`src/rtl/mig_arb_pkg.sv`:
```
// Shared constants, FSM encoding and sizing helper for the MIG UI port arbiter.
package mig_arb_pkg;

  localparam logic [2:0] CMD_WRITE = 3'b000;
  localparam logic [2:0] CMD_READ  = 3'b001;

  typedef enum logic [1:0] {
    ST_CALIB = 2'd0,
    ST_IDLE  = 2'd1,
    ST_ISSUE = 2'd2
  } arb_state_e;

  // Bits needed to name one of n requesters (never less than one bit).
  function automatic int unsigned port_id_w(input int unsigned n);
    return (n <= 2) ? 1 : $clog2(n);
  endfunction

endpackage

```
`src/rtl/mig_arb_tag_fifo.sv`:
```
// In-order FIFO of requester ids for reads outstanding at the MIG UI.
module mig_arb_tag_fifo #(
  parameter int unsigned WIDTH = 1,
  parameter int unsigned DEPTH = 8
) (
  input  logic             clk,
  input  logic             i_rst_n,
  input  logic             i_push,
  input  logic [WIDTH-1:0] i_push_id,
  input  logic             i_pop,
  output logic             o_full,
  output logic             o_empty,
  output logic [WIDTH-1:0] o_head
);

  localparam int unsigned PTR_W = $clog2(DEPTH);
  localparam int unsigned CNT_W = PTR_W + 1;

  logic [WIDTH-1:0] mem_q [DEPTH];
  logic [WIDTH-1:0] mem_d [DEPTH];
  logic [PTR_W-1:0] wr_ptr_q, wr_ptr_d;
  logic [PTR_W-1:0] rd_ptr_q, rd_ptr_d;
  logic [CNT_W-1:0] cnt_q, cnt_d;
  logic             push_ok_c;
  logic             pop_ok_c;

  assign o_full  = (cnt_q == CNT_W'(DEPTH));
  assign o_empty = (cnt_q == '0);
  assign o_head  = mem_q[rd_ptr_q];

  // A push into a full FIFO is only legal when the same cycle frees an entry.
  assign pop_ok_c  = i_pop && !o_empty;
  assign push_ok_c = i_push && (!o_full || pop_ok_c);

  always_comb begin
    mem_d    = mem_q;
    wr_ptr_d = wr_ptr_q;
    rd_ptr_d = rd_ptr_q;
    cnt_d    = cnt_q;
    if (push_ok_c) begin
      mem_d[wr_ptr_q] = i_push_id;
      wr_ptr_d        = wr_ptr_q + PTR_W'(1);
    end
    if (pop_ok_c) begin
      rd_ptr_d = rd_ptr_q + PTR_W'(1);
    end
    case ({push_ok_c, pop_ok_c})
      2'b10:   cnt_d = cnt_q + CNT_W'(1);
      2'b01:   cnt_d = cnt_q - CNT_W'(1);
      default: cnt_d = cnt_q;
    endcase
  end

  always_ff @(posedge clk or negedge i_rst_n) begin
    if (!i_rst_n) begin
      for (int i = 0; i < int'(DEPTH); i++) mem_q[i] <= '0;
      wr_ptr_q <= '0;
      rd_ptr_q <= '0;
      cnt_q    <= '0;
    end else begin
      mem_q    <= mem_d;
      wr_ptr_q <= wr_ptr_d;
      rd_ptr_q <= rd_ptr_d;
      cnt_q    <= cnt_d;
    end
  end

endmodule

```
`src/rtl/mig_port_arbiter.sv`:
```
// Shares one MIG UI command port among NUM_PORTS requesters with in-order read return.
// Define MIG_ARB_FIXED_PRIO_EN for fixed priority (lowest index wins) instead of round-robin.
module mig_port_arbiter
  import mig_arb_pkg::*;
#(
  parameter int unsigned NUM_PORTS      = 2,
  parameter int unsigned APP_ADDR_WIDTH = 28,
  parameter int unsigned APP_DATA_WIDTH = 128,
  parameter int unsigned APP_MASK_WIDTH = 16,
  parameter int unsigned TAG_DEPTH      = 8
) (
  input  logic                                clk,
  input  logic                                i_rst_n,
  input  logic [NUM_PORTS-1:0]                i_p_req,
  input  logic [NUM_PORTS-1:0]                i_p_we,
  input  logic [NUM_PORTS*APP_ADDR_WIDTH-1:0] i_p_addr,
  input  logic [NUM_PORTS*APP_DATA_WIDTH-1:0] i_p_data,
  input  logic [NUM_PORTS*APP_MASK_WIDTH-1:0] i_p_mask,
  output logic [NUM_PORTS-1:0]                o_p_gnt,
  output logic [APP_DATA_WIDTH-1:0]           o_p_rdata,
  output logic [NUM_PORTS-1:0]                o_p_rvalid,
  output logic                                o_rd_en,
  output logic                                o_wr_en,
  output logic [APP_ADDR_WIDTH-1:0]           o_addr,
  output logic [APP_DATA_WIDTH-1:0]           o_data,
  output logic [APP_MASK_WIDTH-1:0]           o_mask,
  input  logic                                i_ready,
  input  logic                                i_wdf_ready,
  input  logic [APP_DATA_WIDTH-1:0]           i_data,
  input  logic                                i_data_valid,
  input  logic                                i_init_calib_complete,
  output logic                                o_err
);

  localparam int unsigned AW = APP_ADDR_WIDTH;
  localparam int unsigned DW = APP_DATA_WIDTH;
  localparam int unsigned MW = APP_MASK_WIDTH;
  localparam int unsigned PW = port_id_w(NUM_PORTS);

  arb_state_e           state_q, state_d;
  logic [NUM_PORTS-1:0] gnt_q, gnt_d;
  logic                 rd_en_q, rd_en_d;
  logic                 wr_en_q, wr_en_d;
  logic [AW-1:0]        addr_q, addr_d;
  logic [DW-1:0]        data_q, data_d;
  logic [MW-1:0]        mask_q, mask_d;
  logic [PW-1:0]        win_q, win_d;
  logic                 err_q, err_d;
`ifndef MIG_ARB_FIXED_PRIO_EN
  logic [PW-1:0]        rr_q, rr_d;
`endif

  logic [AW-1:0]        p_addr [NUM_PORTS];
  logic [DW-1:0]        p_data [NUM_PORTS];
  logic [MW-1:0]        p_mask [NUM_PORTS];
  logic [NUM_PORTS-1:0] elig_c;
  logic                 found_c;
  logic [PW-1:0]        sel_c;
  logic                 accept_c;
  logic                 push_c;
  logic                 fifo_full;
  logic                 fifo_empty;
  logic [PW-1:0]        fifo_head;
  logic [2:0]           cmd_c;

  // Unpack the per-port buses; a read is only eligible while a tag slot is free.
  for (genvar k = 0; k < int'(NUM_PORTS); k++) begin : g_unpack
    assign p_addr[k] = i_p_addr[k*AW +: AW];
    assign p_data[k] = i_p_data[k*DW +: DW];
    assign p_mask[k] = i_p_mask[k*MW +: MW];
    assign elig_c[k] = i_p_req[k] && (i_p_we[k] || !fifo_full);
  end

  always_comb begin
    int unsigned idx;
    found_c = 1'b0;
    sel_c   = '0;
    idx     = 0;
`ifdef MIG_ARB_FIXED_PRIO_EN
    for (int unsigned i = 0; i < NUM_PORTS; i++) begin
      if (!found_c && elig_c[i]) begin
        found_c = 1'b1;
        sel_c   = PW'(i);
      end
    end
`else
    for (int unsigned i = 0; i < NUM_PORTS; i++) begin
      idx = (32'(rr_q) + i) % NUM_PORTS;
      if (!found_c && elig_c[idx]) begin
        found_c = 1'b1;
        sel_c   = PW'(idx);
      end
    end
`endif
  end

  assign accept_c = i_ready && (rd_en_q || i_wdf_ready);

  always_comb begin
    state_d = state_q;
    gnt_d   = '0;
    rd_en_d = rd_en_q;
    wr_en_d = wr_en_q;
    addr_d  = addr_q;
    data_d  = data_q;
    mask_d  = mask_q;
    win_d   = win_q;
    push_c  = 1'b0;
    cmd_c   = CMD_WRITE;
`ifndef MIG_ARB_FIXED_PRIO_EN
    rr_d    = rr_q;
`endif
    case (state_q)
      ST_CALIB: begin
        if (i_init_calib_complete) state_d = ST_IDLE;
      end
      ST_IDLE: begin
        if (found_c) begin
          cmd_c   = i_p_we[sel_c] ? CMD_WRITE : CMD_READ;
          rd_en_d = (cmd_c == CMD_READ);
          wr_en_d = (cmd_c == CMD_WRITE);
          addr_d  = p_addr[sel_c];
          data_d  = p_data[sel_c];
          mask_d  = p_mask[sel_c];
          gnt_d   = NUM_PORTS'(1) << sel_c;
          win_d   = sel_c;
`ifndef MIG_ARB_FIXED_PRIO_EN
          rr_d    = (32'(sel_c) == NUM_PORTS - 1) ? '0 : sel_c + PW'(1);
`endif
          state_d = ST_ISSUE;
        end
      end
      ST_ISSUE: begin
        if (accept_c) begin
          rd_en_d = 1'b0;
          wr_en_d = 1'b0;
          push_c  = rd_en_q;
          state_d = ST_IDLE;
        end
      end
      default: state_d = ST_CALIB;
    endcase
  end

  // Read data with no outstanding tag is unroutable; flag it until reset.
  assign err_d = err_q || (i_data_valid && fifo_empty);

  always_ff @(posedge clk or negedge i_rst_n) begin
    if (!i_rst_n) begin
      state_q <= ST_CALIB;
      gnt_q   <= '0;
      rd_en_q <= 1'b0;
      wr_en_q <= 1'b0;
      addr_q  <= '0;
      data_q  <= '0;
      mask_q  <= '0;
      win_q   <= '0;
      err_q   <= 1'b0;
`ifndef MIG_ARB_FIXED_PRIO_EN
      rr_q    <= '0;
`endif
    end else begin
      state_q <= state_d;
      gnt_q   <= gnt_d;
      rd_en_q <= rd_en_d;
      wr_en_q <= wr_en_d;
      addr_q  <= addr_d;
      data_q  <= data_d;
      mask_q  <= mask_d;
      win_q   <= win_d;
      err_q   <= err_d;
`ifndef MIG_ARB_FIXED_PRIO_EN
      rr_q    <= rr_d;
`endif
    end
  end

  mig_arb_tag_fifo #(
    .WIDTH (PW),
    .DEPTH (TAG_DEPTH)
  ) u_tag_fifo (
    .clk       (clk),
    .i_rst_n   (i_rst_n),
    .i_push    (push_c),
    .i_push_id (win_q),
    .i_pop     (i_data_valid),
    .o_full    (fifo_full),
    .o_empty   (fifo_empty),
    .o_head    (fifo_head)
  );

  assign o_p_gnt    = gnt_q;
  assign o_rd_en    = rd_en_q;
  assign o_wr_en    = wr_en_q;
  assign o_addr     = addr_q;
  assign o_data     = data_q;
  assign o_mask     = mask_q;
  assign o_err      = err_q;
  assign o_p_rdata  = i_data;
  assign o_p_rvalid = (i_data_valid && !fifo_empty) ? (NUM_PORTS'(1) << fifo_head) : '0;

endmodule
```
`config.mk`:
```
export PLATFORM = sky130hd
export DESIGN_NAME = mig_port_arbiter
export DESIGN_NICKNAME = d
export VERILOG_FILES = /design/src/rtl/mig_arb_pkg.sv /design/src/rtl/mig_arb_tag_fifo.sv /design/src/rtl/mig_port_arbiter.sv
export SDC_FILE = /design/constraint.sdc
export NUM_CORES = 1
export LEC_CHECK = 0
export ABC_AREA = 0
export BUFFER_PORTS_ARGS = -buffer_cell sky130_fd_sc_hd__buf_4
export CAP_MARGIN = 10
export CORE_AREA = 2 2 307 309
export DETAILED_ROUTE_END_ITERATION = 6
export DIE_AREA = 0 0 309 311
export PLACE_DENSITY = 0.4
export SETUP_SLACK_MARGIN = 0.3
export SLEW_MARGIN = 20
export SYNTH_ARGS = -nofsm -noshare
export SYNTH_HDL_FRONTEND = slang
export SYNTH_SLANG_ARGS = --single-unit
```
`constraint.sdc`:
```
create_clock -name clk -period 3.5 [get_ports clk]
set_clock_uncertainty 0.15 [all_clocks]
set_input_delay 1.05 -clock clk [delete_from_list [all_inputs] [get_ports clk]]
set_output_delay 1.05 -clock clk [all_outputs]
set_load 0.01 [all_outputs]
```
==> summary.txt, run 1 <==
Run status
  • Run status: finished clean

Synthesis
  • Cell variety after synth: 48
  • Synthesized cell area: about 0.01 sq mm
  • Synth top area share: 0.485
  • Sequential fraction of the synthesis area: 0.485
  • FFs w/ async S/R, synth: 1.00
  • Post-synth EDFFs: 0
  • Post-synth top flop: dfrtp_1
  • Yosys top cell by area: dfrtp_1
  • Synth top area cells: dfrtp_1 (49%), a221o_1 (17%), nor3b_1 (13%)
  • Warnings, synthesis: 0
  • Synth Register Bits: 199
  • Synthesized Nets: ~1300
  • Mapped Cells: 853
  • Mean post-synth cell area: 12.0 sq um

Detailed routing
  • Post-DRT Antenna Nets: 0
  • 1st-iter DRT viols: ~480
  • Routed WL per cell: 16.7 um
  • Drt total wl: 41.6 mm
  • Vias/cell: 3.50
  • DR vias: 8739
  • First-pass iteration count of the detailed router: 7
  • Drt drc: 0

Placement
  • DP Area: 0.0148 sq mm
  • GP Congestion: 0.745
  • Port bufs: 532
  • Hpwl dp: between 30 and 40 mm

Floorplanning
  • Die Span Y: just over 300 um
  • Core area: 0.0928 sq mm
  • Chip width: just over 300 um
  • Initial core utilization: 0.111
  • Die outline area: approximately 0.096 sq mm
  • Row count: 112
  • IO Pins: between 700 and 800

Layout
  • Most common cell after layout, fill and taps aside: buf_4
  • Fin nets: 1719
  • Diodes inserted: 0
  • Layout cell share with drive strength beyond 1: 0.497
  • Synth-to-layout area growth: 50.1%
  • Design Area, Final: 0.0154 sq mm
  • Commonest cells after routing, fill and taps aside: buf_4 (555), dfrtp_1 (198), nor3b_1 (172), a221o_1 (172), clkbuf_16 (17)

Power
  • Maximum VDD drop: 297 uV
  • Switching share of power: 0.374
  • Power Total: 0.0116 W
  • Internal: 0.00728 W
  • Clock power share: 0.182
  • Switching pwr: 0.00434 W
  • Leakage power: around 6.7 nW
  • P per Cell Area: 755 mW/mm^2
  • Seq pwr share: 0.353
  • Combinational Power Share: 0.466

Clocking
  • Hold-fix buffers, CTS: 0
  • CTS Buffer Depth: 2
  • H-tree Lvls: 4
  • Worst-Skew Late Latency: 0.52 ns
  • CTS Sinks: 199
  • Clock-pin transition on the worst setup and hold timing paths: 0.10 ns
  • Root Buffer: clkbuf_16
  • Inserted Clock Buffers: 17
  • CTS tree: built

Critical path
  • Worst R2R End: o_data[125]
  • Cells along the critical path: mux4_2, mux2i_1, nor2b_1, buf_4
  • Crit path capture: o_p_rvalid[0]
  • Crit path max fanout: 4
  • R2r setup slk: 0.77 ns
  • RR Startpoint: u_tag_fifo.cnt_q[1]
  • Crit path buf inv count: 1
  • CP top delay family: multiplexers
  • Worst R2R Path Depth: 5
  • Required time of the worst setup path: 2.30 ns
  • Crit path DAT: between 1.5 and 2 ns
  • Startpoint types: flip-flop
  • Crit. End Element: output pin
  • Cell depth of the worst setup path: 4
  • Critical path origin: u_tag_fifo.rd_ptr_q[0]
  • CP max stage cell: mux4_2
  • WS Path Type: reg -> out
  • CP peak stage delay: about 0.5 ns

Job
  • Max cap viols: 0

GRT
  • Antenna violations before repair: 1
  • Tot GR Track Use: 0.0834
  • Vias in the first global route: 9299
  • Pin count of the biggest net entering global routing: 90
  • First-pass GRT wire length: 59.9 mm
  • Total global routing overflow: 0

STA
  • Fin crit share: 0.880
  • Setup TNS: 0 ns
  • Final hold vios: 0
  • RSZ-0062 raised after global routing: false
  • Slew Limit Fails: 0
  • Final setup viols: 0
  • Fmax: ~320 MHz
  • Min Tclk post-route: 3.08 ns
  • Worst slew margin: 0.457
  • Worst-Margin Slew: between 0.8 and 0.9 ns

Min path
  • HP Class: in -> async
worst min-delay path by stage:
stage                                       from  cells after the start                     end  slack [ns]
after floorplan           u_tag_fifo.rd_ptr_q[2]                      1  u_tag_fifo.rd_ptr_q[2]        0.31
after global placement    u_tag_fifo.rd_ptr_q[2]                      1  u_tag_fifo.rd_ptr_q[2]        0.33
after detailed placement  u_tag_fifo.rd_ptr_q[2]                      1  u_tag_fifo.rd_ptr_q[2]        0.33
after CTS                                i_rst_n                      2              o_p_gnt[0]        0.30
after global routing                     i_rst_n                      2              o_p_gnt[0]        0.33
final                                    i_rst_n                      2              o_p_gnt[0]        0.34
final cells by class:
type | instances | area (sq um)
well taps | 1254 | 1570
clock inverters | 11 | 113
inverters | 7 | 26.3
flip-flops and latches | 199 | 4980
repair buffers | 569 | 4440
clock buffers | 21 | 460
multi-input cells | 438 | 3810
fillers | 10400 | 77400
synth_stat cells, types with 2 or more instances:
master and count:
nand3b_1 2, mux2i_1 2, nand2b_1 2, nor3b_1 172
mux4_2 2, mux2_2 10, ha_1 4, a21o_1 2
o21ai_1 2, dfrtp_1 199, nor3_1 2, xor2_1 3
nand4_1 2, buf_2 53, clkbuf_1 4, xnor2_1 3
nand4b_1 4, inv_1 7, buf_6 20, nand2_1 8
a21oi_1 6, nand3_1 4, nor2b_1 3, nor4b_1 3
a221o_1 172, nor4bb_1 2, o21ai_0 2, buf_4 132
nor2_1 7
worst reg2reg max path, stage by stage, from the launching register on:
cell,delay (ns)
dfrtp_1,0.50
or4b_4,0.62
o21ai_2,0.25
a21o_4,0.52
buf_12,0.37
a221o_1,0.23
power groups by stage:
stage	logic (W)	registers [W]	clock network, W
after detailed placement	0.00549	0.00410	0
after global placement	0.00545	0.00411	0
after global routing	0.00584	0.00424	0.00233
final	0.00541	0.00410	0.00211
after floorplan	0.00252	0.00442	0
after CTS	0.00550	0.00410	0.00225
kinds of logic (layout without fill, tap and decap cells):
kind of cell               count (synthesis)  count (layout)  synth area share
AOI/OAI and AO/OA                        196             196             0.184
xor gates and xnor gates                   6               6           0.00512
adders and majority gates                  5               5           0.00683
buffers and inverters                    216             608             0.148
DFF                                      199             199             0.485
muxes                                     14              14            0.0173
and+or+nand+nor                          217             217             0.153
state kept, by name, summed over array words and instances (netlist names):
name,cells
win_q,1
u_tag_fifo.cnt_q,4
u_tag_fifo.rd_ptr_q,3
o_err,1
state_q,2
o_rd_en,1
rr_q,1
o_p_gnt,2
u_tag_fifo.wr_ptr_q,3
o_wr_en,1
u_tag_fifo.mem_q,8
o_data,128
o_mask,16
o_addr,28
per-layer routing:
| metal | vias to the layer above | global-route usage | part of all wire |
|---|---|---|---|
| li1 | 3927 | - | - |
| met1 | 4283 | 0.0927 | 0.39 |
| met2 | 432 | 0.138 | 0.49 |
| met3 | 97 | 0.0305 | 0.081 |
| met4 | 0 | 0.0453 | 0.041 |
| met5 | - | 0 | 0 |
through the flow:
step / setup slack [ns] / std cells / utilization / hold slack, ns
after detailed placement: 0.387 / 2464 / 0.159 / 0.333
after CTS: 0.311 / 2498 / 0.166 / 0.301
final: 0.419 / 2499 / 0.166 / 0.342
after global placement: 0.392 / 2464 / 0.159 / 0.334
after floorplan: 0.783 / 853 / - / 0.313
after global routing: 0.298 / 2499 / 0.166 / 0.329
what timing repair did:
action,4_1_cts,5_1_grt
setup buffers,2,1
resized for setup,3,0
pin swaps,1,0
endpoints found under the setup margin,2,1
Power figures use the tool's default switching activity.
==> run 2: changes to the inputs <==
ABC_AREA = 1   (was 0)
CORE_AREA = 2 2 310 312   (was 2 2 307 309)
DIE_AREA = 0 0 312 314   (was 0 0 309 311)
PLACE_DENSITY = 0.41   (was 0.4)
==> run 2 against run 1 <==
  * Total power grew 3.5%
  * Largest cell class unchanged
  * Die area rose by 1.9%
  * Non-clock buffer count did not move
  * Maximum frequency is 3.4% higher
  * Worst setup slack improved by 0.10 ns
  * Core utilization grew 0.87 points
  * Wire length increased by 14%
  * Clock power shrank 2%
  * Combinational power rose by 11%
  * Critical path depth is 1 higher
  * Synthesized cell count grew 88%
  * Critical endpoint unchanged
  * Hold slack got worse by 0.010 ns
==> summary.txt, run 2 <==
Layout
  • Synth-to-layout area growth: 45.1%
  • Max FFs per register: 128 (unchanged)
  • Layout cell share with drive strength beyond 1: 0.306 (-0.191)
  • Fin nets: 2458 (+43%)
  • Most common cell after layout, fill and taps aside: nand2_1
  • Fillcell total: 10900 (+5.0%)
  • Commonest cells after routing, fill and taps aside: nand2_1 (909), buf_4 (551), dfrtp_1 (199)
  • Design Area, Final: 0.0165 sq mm (+7.1%)
  • Diodes inserted: 0 (unchanged)

Synthesis
  • Yosys top cell by area: dfrtp_1
  • Mean post-synth cell area: 7.08 sq um (-41%)
  • Top-count cell post-synth: nand2_1
  • Synth Register Bits: 199 (unchanged)
  • Warnings, synthesis: 0 (unchanged)
  • Mapped Cells: 1607 (+88%)
  • Post-synth top flop: dfrtp_1
  • Synth top area cells: dfrtp_1 (44%), nand2_1 (30%), buf_4 (10%)
  • Synthesized cell area: 0.0114 sq mm (+11%)
  • FFs w/ async S/R, synth: 1.00 (unchanged)
  • Post-synth EDFFs: 0 (unchanged)
  • Post-synth top cells: nand2_1 (910), dfrtp_1 (199), nand3_1 (180)
  • Synthesized Nets: 2094 (+56%)
  • Cell variety after synth: 26 (-46%)
  • Sequential fraction of the synthesis area: 0.438 (-0.0472)
  • Synth top area share: 0.438 (-0.0472)

Floorplanning
  • Chip width: 312 um (+0.97%)
  • Row count: 113 (+0.89%)
  • Initial core utilization: 0.120 (+0.00975)
  • Die outline area: 0.0980 sq mm (+1.9%)
  • Die Span Y: 314 um (+0.96%)
  • Core area: 0.0944 sq mm (+1.8%)
  • IO Pins: 789 (unchanged)

STA
  • Worst-Margin Slew: 0.664 ns (-0.149 ns)
  • Setup TNS: 0 ns (unchanged)
  • Slew Limit Fails: 0 (unchanged)
  • Fin crit share: 0.851 (-0.0289)
  • Fmax: 336 MHz (+3.4%)
  • Final setup viols: 0 (unchanged)
  • RSZ-0062 raised after global routing: false
  • Final hold vios: 0 (unchanged)
  • Worst slew margin: 0.558 (+0.101)
  • Min Tclk post-route: 2.98 ns (-0.101 ns)

Detailed routing
  • Routed length on met3: 4.05 mm (+21%)
  • Drt total wl: 47.5 mm (+14%)
  • Vias/cell: 3.45 (-1.3%)
  • DR vias: 11200 (+28%)
  • 1st-iter DRT viols: 553 (+14%)
  • Max Used Layer: met4
  • Drt drc: 0 (unchanged)
  • DR WL met2: 21.3 mm (+5.0%)
  • First-pass iteration count of the detailed router: 5 (-2)
  • Routed WL per cell: 14.6 um (-12%)
  • Post-DRT Antenna Nets: 0 (unchanged)
  • Met1 wire length: 19.7 mm (+21%)

Critical path
  • Crit. End Element: output pin
  • Crit path buf inv count: 1 (unchanged)
  • Startpoint types: flip-flop
  • Cells along the critical path: nor2_2, nand3_1, nand2_2, nor2_1, buf_4
  • Crit path max fanout: 6 (+2)
  • Crit path DAT: 1.78 ns (-0.10 ns)
  • R2r setup slk: 0.92 ns (+0.15 ns)
  • CP max stage cell: dfrtp_1
  • WS Path Type: reg -> out
  • CP top delay family: simple AND/OR/NAND/NOR gates
  • Required time of the worst setup path: 2.30 ns (about the same)
  • CP peak stage delay: 0.43 ns (-0.07 ns)

Power
  • Leakage power: 9.00 nW (+35%)
  • Internal: 0.00685 W (-5.9%)
  • Maximum VDD drop: 294 uV (-0.85%)
  • P per Cell Area: 729 mW/mm^2 (-3.4%)
  • Switching pwr: 0.00518 W (+19%)
  • Seq pwr share: 0.330 (-0.023)
  • Combinational Power Share: 0.498 (+0.032)
  • Switching share of power: 0.430 (+0.0569)
  • Clock power share: 0.172 (-0.010)

Clocking
  • CTS Buffer Depth: 2 (unchanged)
  • CTS Sinks: 199 (unchanged)
  • Postcts setup bufs: 0 (-2)
  • Clock-pin transition on the worst setup and hold timing paths: 0.09 ns (about the same)
  • Worst-Skew Late Latency: 0.50 ns (-0.02 ns)
  • CTS tree: built
  • Root Buffer: clkbuf_16
  • H-tree Lvls: 4 (unchanged)
  • Inserted Clock Buffers: 17 (unchanged)

Placement
  • DP Area: 0.0159 sq mm (+7.7%)
  • Hpwl dp: 36.3 mm (+19%)
  • GP Congestion: 0.782 (+5.0%)
  • Port bufs: 532 (unchanged)

GRT
  • Tot GR Track Use: 0.0955 (+0.0121)
  • Vias in the first global route: 11300 (+21%)
  • First-pass GRT wire length: 70.8 mm (+18%)
  • Total global routing overflow: 0 (unchanged)
  • Antenna violations before repair: 1 (unchanged)
  • Pin count of the biggest net entering global routing: 98 (+8.9%)

Job
  • Max cap viols: 0 (unchanged)

Run status
  • Run status: finished clean

Min path
  • HP Class: reg -> reg
-- run 2: worst min-delay path, cell delays in order (launching register included) --
cell	delay, ns
dfrtp_1	0.35
nand2_1	0.05
nand2_1	0.05
-- run 2: stage by stage --
step           power (W)  setup WS [ns]  hold WS, ns  instances  utilization
2_1_floorplan    0.00726          0.876        0.298       1607            -
6_report          0.0120          0.520        0.331       3249        0.175
4_1_cts           0.0124          0.354        0.338       3249        0.175
3_3_place_gp      0.0102          0.562        0.314       3217        0.169
5_1_grt           0.0131          0.372        0.350       3249        0.175
3_5_place_dp      0.0102          0.556        0.316       3217        0.169
-- run 2: repair_timing --
action / CTS / global route
resized for setup: 0 / 1
endpoints found under the setup margin: 0 / 1
hold buffers: 0 / 0
-- run 2: area by class of cell --
| cell class | count | area (sq um) | share of cell area |
|---|---|---|---|
| clock inverter | 13 | 134 | 0.00811 |
| inverter | 27 | 111 | 0.00675 |
| tap | 1265 | 1580 | 0.0959 |
| sequential | 199 | 4980 | 0.302 |
| clock buffer | 19 | 443 | 0.0268 |
| multi-input combinational | 1157 | 4760 | 0.288 |
| timing repair buffer | 569 | 4490 | 0.272 |
-- run 2: final timing paths --
path,from,endpoint,cells after the start
min in group asynchronous,i_rst_n,o_data[82],1
worst min register to register,o_data[28],o_data[28],2
max in group asynchronous,i_rst_n,o_data[2],2
worst max-delay path,u_tag_fifo.cnt_q[1],o_p_rvalid[0],5
worst max register to register,u_tag_fifo.cnt_q[1],u_tag_fifo.cnt_q[3],14
worst min-delay path,o_data[28],o_data[28],2
-- run 2: cell families after synthesis --
family / count (synthesis) / synth area share
AO/OA/AOI/OAI: 26 / 0.0124
flip-flops: 199 / 0.438
buffers and inverters: 251 / 0.147
adder cells (fa/ha/maj): 5 / 0.00616
AND/OR/NAND/NOR: 1120 / 0.392
XOR/XNOR: 6 / 0.00462
-- run 2: power by group through the flow --
stage | Sequential [W] | Clock (W) | Combinational, W
floorplan | 0.00435 | 0 | 0.00291
global placement | 0.00400 | 0 | 0.00621
detailed placement | 0.00400 | 0 | 0.00617
CTS | 0.00399 | 0.00223 | 0.00617
global route | 0.00411 | 0.00228 | 0.00674
finish | 0.00397 | 0.00207 | 0.00599
-- run 2: metal layers --
layer / vias up / track usage
met1: 5113 / 0.114
met2: 441 / 0.147
li1: 5559 / -
met4: 0 / 0.0588
met5: - / 0
met3: 101 / 0.0346
==> run 3: changes to the inputs <==
CORE_AREA = 2 2 307 309   (was 2 2 310 312)
DIE_AREA = 0 0 309 311   (was 0 0 312 314)
PLACE_DENSITY = default   (was 0.41)
clock period = 2.5 ns   (was 3.5 ns; I/O delays follow)
==> run 3 against run 2 <==
  * The flow now finishes with violations (setup timing)
  * Clock power up 48%
  * First-iteration DRC count up 19%
  * Via count up 8.2%
  * Cell area up 18%
  * Critical path type unchanged
  * Highest routed layer is now met5
==> summary.txt, run 3 (synthesis results as in run 2) <==
Run status
  • Run status: finished, violations left
  • Violated checks: setup timing

Job
  • Max cap viols: 0 (unchanged)

Critical path
  • Cells along the critical path: inv_2, nor2_1, o21ai_1, nand2_1, a21oi_1, buf_4
  • Crit path buf inv count: 2 (+1)
  • WS Path Type: reg -> out
  • Crit path DAT: 1.66 ns (-0.12 ns)
  • CP top delay family: flip-flops
  • Required time of the worst setup path: 1.60 ns (-0.70 ns)
  • Crit. End Element: output pin
  • Crit path max fanout: 6 (unchanged)
  • CP max stage cell: dfrtp_2
  • CP peak stage delay: 0.46 ns (+0.03 ns)
  • Startpoint types: flip-flop

Layout
  • Max FFs per register: 128 (unchanged)
  • Fin util: 0.210 (+0.0349)
  • Design Area, Final: 0.0194 sq mm (+18%)
  • Layout cell share with drive strength beyond 1: 0.477 (+0.171)
  • Commonest cells after routing, fill and taps aside: nand2_1 (665), buf_4 (602), dfrtp_1 (195)
  • Most common cell after layout, fill and taps aside: nand2_1
  • Fillcell total: 10300 (-5.4%)
  • Fin nets: 2573 (+4.7%)
  • Synth-to-layout area growth: 71.0%

Detailed routing
  • Vias/cell: 3.62 (+4.8%)
  • Drt drc: 0 (unchanged)
  • First-pass iteration count of the detailed router: 7 (+2)
  • Routed WL per cell: 16.5 um (+13%)
  • Drt total wl: 55.4 mm (+17%)
  • Post-DRT Antenna Nets: 0 (unchanged)
  • DR vias: 12100 (+8.2%)
  • 1st-iter DRT viols: 660 (+19%)

GRT
  • Antenna violations before repair: 2 (+1)
  • Tot GR Track Use: 0.0922 (-0.00332)
  • Pin count of the biggest net entering global routing: 66 (-33%)
  • Total global routing overflow: 0 (unchanged)
  • First-pass GRT wire length: 66.2 mm (-6.6%)
  • Vias in the first global route: 11200 (-0.64%)

Clocking
  • Worst-Skew Late Latency: 0.50 ns (about the same)
  • Root Buffer: clkbuf_16
  • CTS tree: built
  • Inserted Clock Buffers: 17 (unchanged)
  • Hold-fix buffers, CTS: 0 (unchanged)
  • Clock-pin transition on the worst setup and hold timing paths: 0.09 ns (about the same)
  • H-tree Lvls: 4 (unchanged)
  • CTS Sinks: 199 (unchanged)
  • CTS Buffer Depth: 2 (unchanged)

STA
  • Slew Limit Fails: 0 (unchanged)
  • RSZ-0062 raised after global routing: true
  • Setup TNS: -0.121 ns (-0.121 ns)
  • Worst-Margin Slew: 0.563 ns (-0.100 ns)
  • Setup ws final: -0.0617 ns (-0.582 ns)
  • Final setup viols: 2 (+2)
  • Fin crit share: 1.02
  • Fmax: between 300 and 400 MHz
  • Final hold vios: 0 (unchanged)
  • Worst slew margin: 0.624 (+0.0667)
  • Min Tclk post-route: approximately 2.6 ns

Floorplanning
  • Chip width: 309 um (-0.96%)
  • IO Pins: 789 (unchanged)
  • Row count: 112 (-0.88%)
  • Die outline area: 0.0961 sq mm (-1.9%)
  • Core area: 0.0928 sq mm (-1.8%)
  • Die Span Y: 311 um (-0.96%)
  • Initial core utilization: 0.123 (+0.00218)

Power
  • Leakage power: 10.3 nW (+15%)
  • Maximum VDD drop: 512 uV (+74%)
  • P per Cell Area: 1030 mW/mm^2 (+41%)

Min path
  • HP Class: in -> async

Placement
  • GP Congestion: 0.838 (+7.0%)
  • Hpwl dp: 35.7 mm (-1.7%)
  • Port bufs: 532 (unchanged)
  • DP Area: 0.0163 sq mm (+2.4%)
[run 3: changes by cell type in the layout (fill, tap and decap cells not counted), moves of 5 or more]
cell and delta:
buf_4 +51, buf_8 +11, nand3_1 -23, nand3_2 +21
nand2_1 -244, buf_12 +5, buf_6 +13, buf_16 +8
clkbuf_16 +25, nand2_2 +157, nand2_4 +88
[run 3: stage by stage]
step | setup WS, ns | std cells | power, W | hold WS [ns]
floorplan | 0.273 | 1607 | 0.0102 | 0.298
global placement | -0.0238 | 3255 | 0.0144 | 0.314
detailed placement | -0.0482 | 3255 | 0.0145 | 0.316
CTS | -0.124 | 3288 | 0.0178 | 0.00563
global route | -0.209 | 3353 | 0.0214 | 0.0309
finish | -0.0617 | 3354 | 0.0200 | 0.0565
[run 3: what timing repair did]
action / 4_1_cts / 5_1_grt
pin swaps: 2 / 159
endpoints found under the setup margin: 48 / 121
cloned: 0 / 37
buffers inserted: 1 / 28
gates resized for setup: 9 / 423
[run 3: worst paths after layout]
path,cells past startpoint,end,start,slack [ns]
min in group clk,2,o_mask[5],o_mask[5],0.33
max reg2reg,12,o_data[77],u_tag_fifo.cnt_q[1],0.26
min,1,o_data[8],i_rst_n,0.06
min reg2reg,2,o_mask[5],o_mask[5],0.33
max in group asynchronous,2,o_p_gnt[0],i_rst_n,1.55
max,6,o_p_rvalid[1],u_tag_fifo.rd_ptr_q[0],-0.06
[run 3: report_power, final]
part           internal, W  switching, W
clock network      0.00154       0.00153
logic              0.00520       0.00606
registers          0.00469      0.000949
total               0.0114       0.00853
[run 3: cell type report]
type | count | area (sq um) | area share
Timing Repair Buffer | 682 | 6130 | 0.315
Multi-Input combinational cell | 1159 | 5990 | 0.308
Sequential cell | 199 | 4980 | 0.256
Tap cell | 1254 | 1570 | 0.0807
Clock buffer | 17 | 425 | 0.0219
Clock inverter | 15 | 206 | 0.0106
Inverter | 27 | 126 | 0.00650
Antenna cell | 1 | 2.50 | 0.000129
[run 3: per-layer routing]
layer | part of all wire | routed length (um) | track usage | vias up
met4 | 0.060 | 3340 | 0.0653 | 2
met2 | 0.45 | 25100 | 0.145 | 560
li1 | - | - | - | 5808
met5 | 0.00020 | 11 | 0 | -
met3 | 0.084 | 4650 | 0.0397 | 136
met1 | 0.40 | 22300 | 0.0986 | 5626
[run 3: worst reg2reg max path: stages (launching register included)]
cell and delay, ns:
dfrtp_2 0.44, nor2_4 0.14, buf_6 0.11, nand4_1 0.13
buf_4 0.17, nand3_4 0.15, nand2_8 0.17, buf_16 0.22
clkbuf_16 0.22, nand2_2 0.06, nand2_1 0.05, nand2_1 0.06
nand2_1 0.06
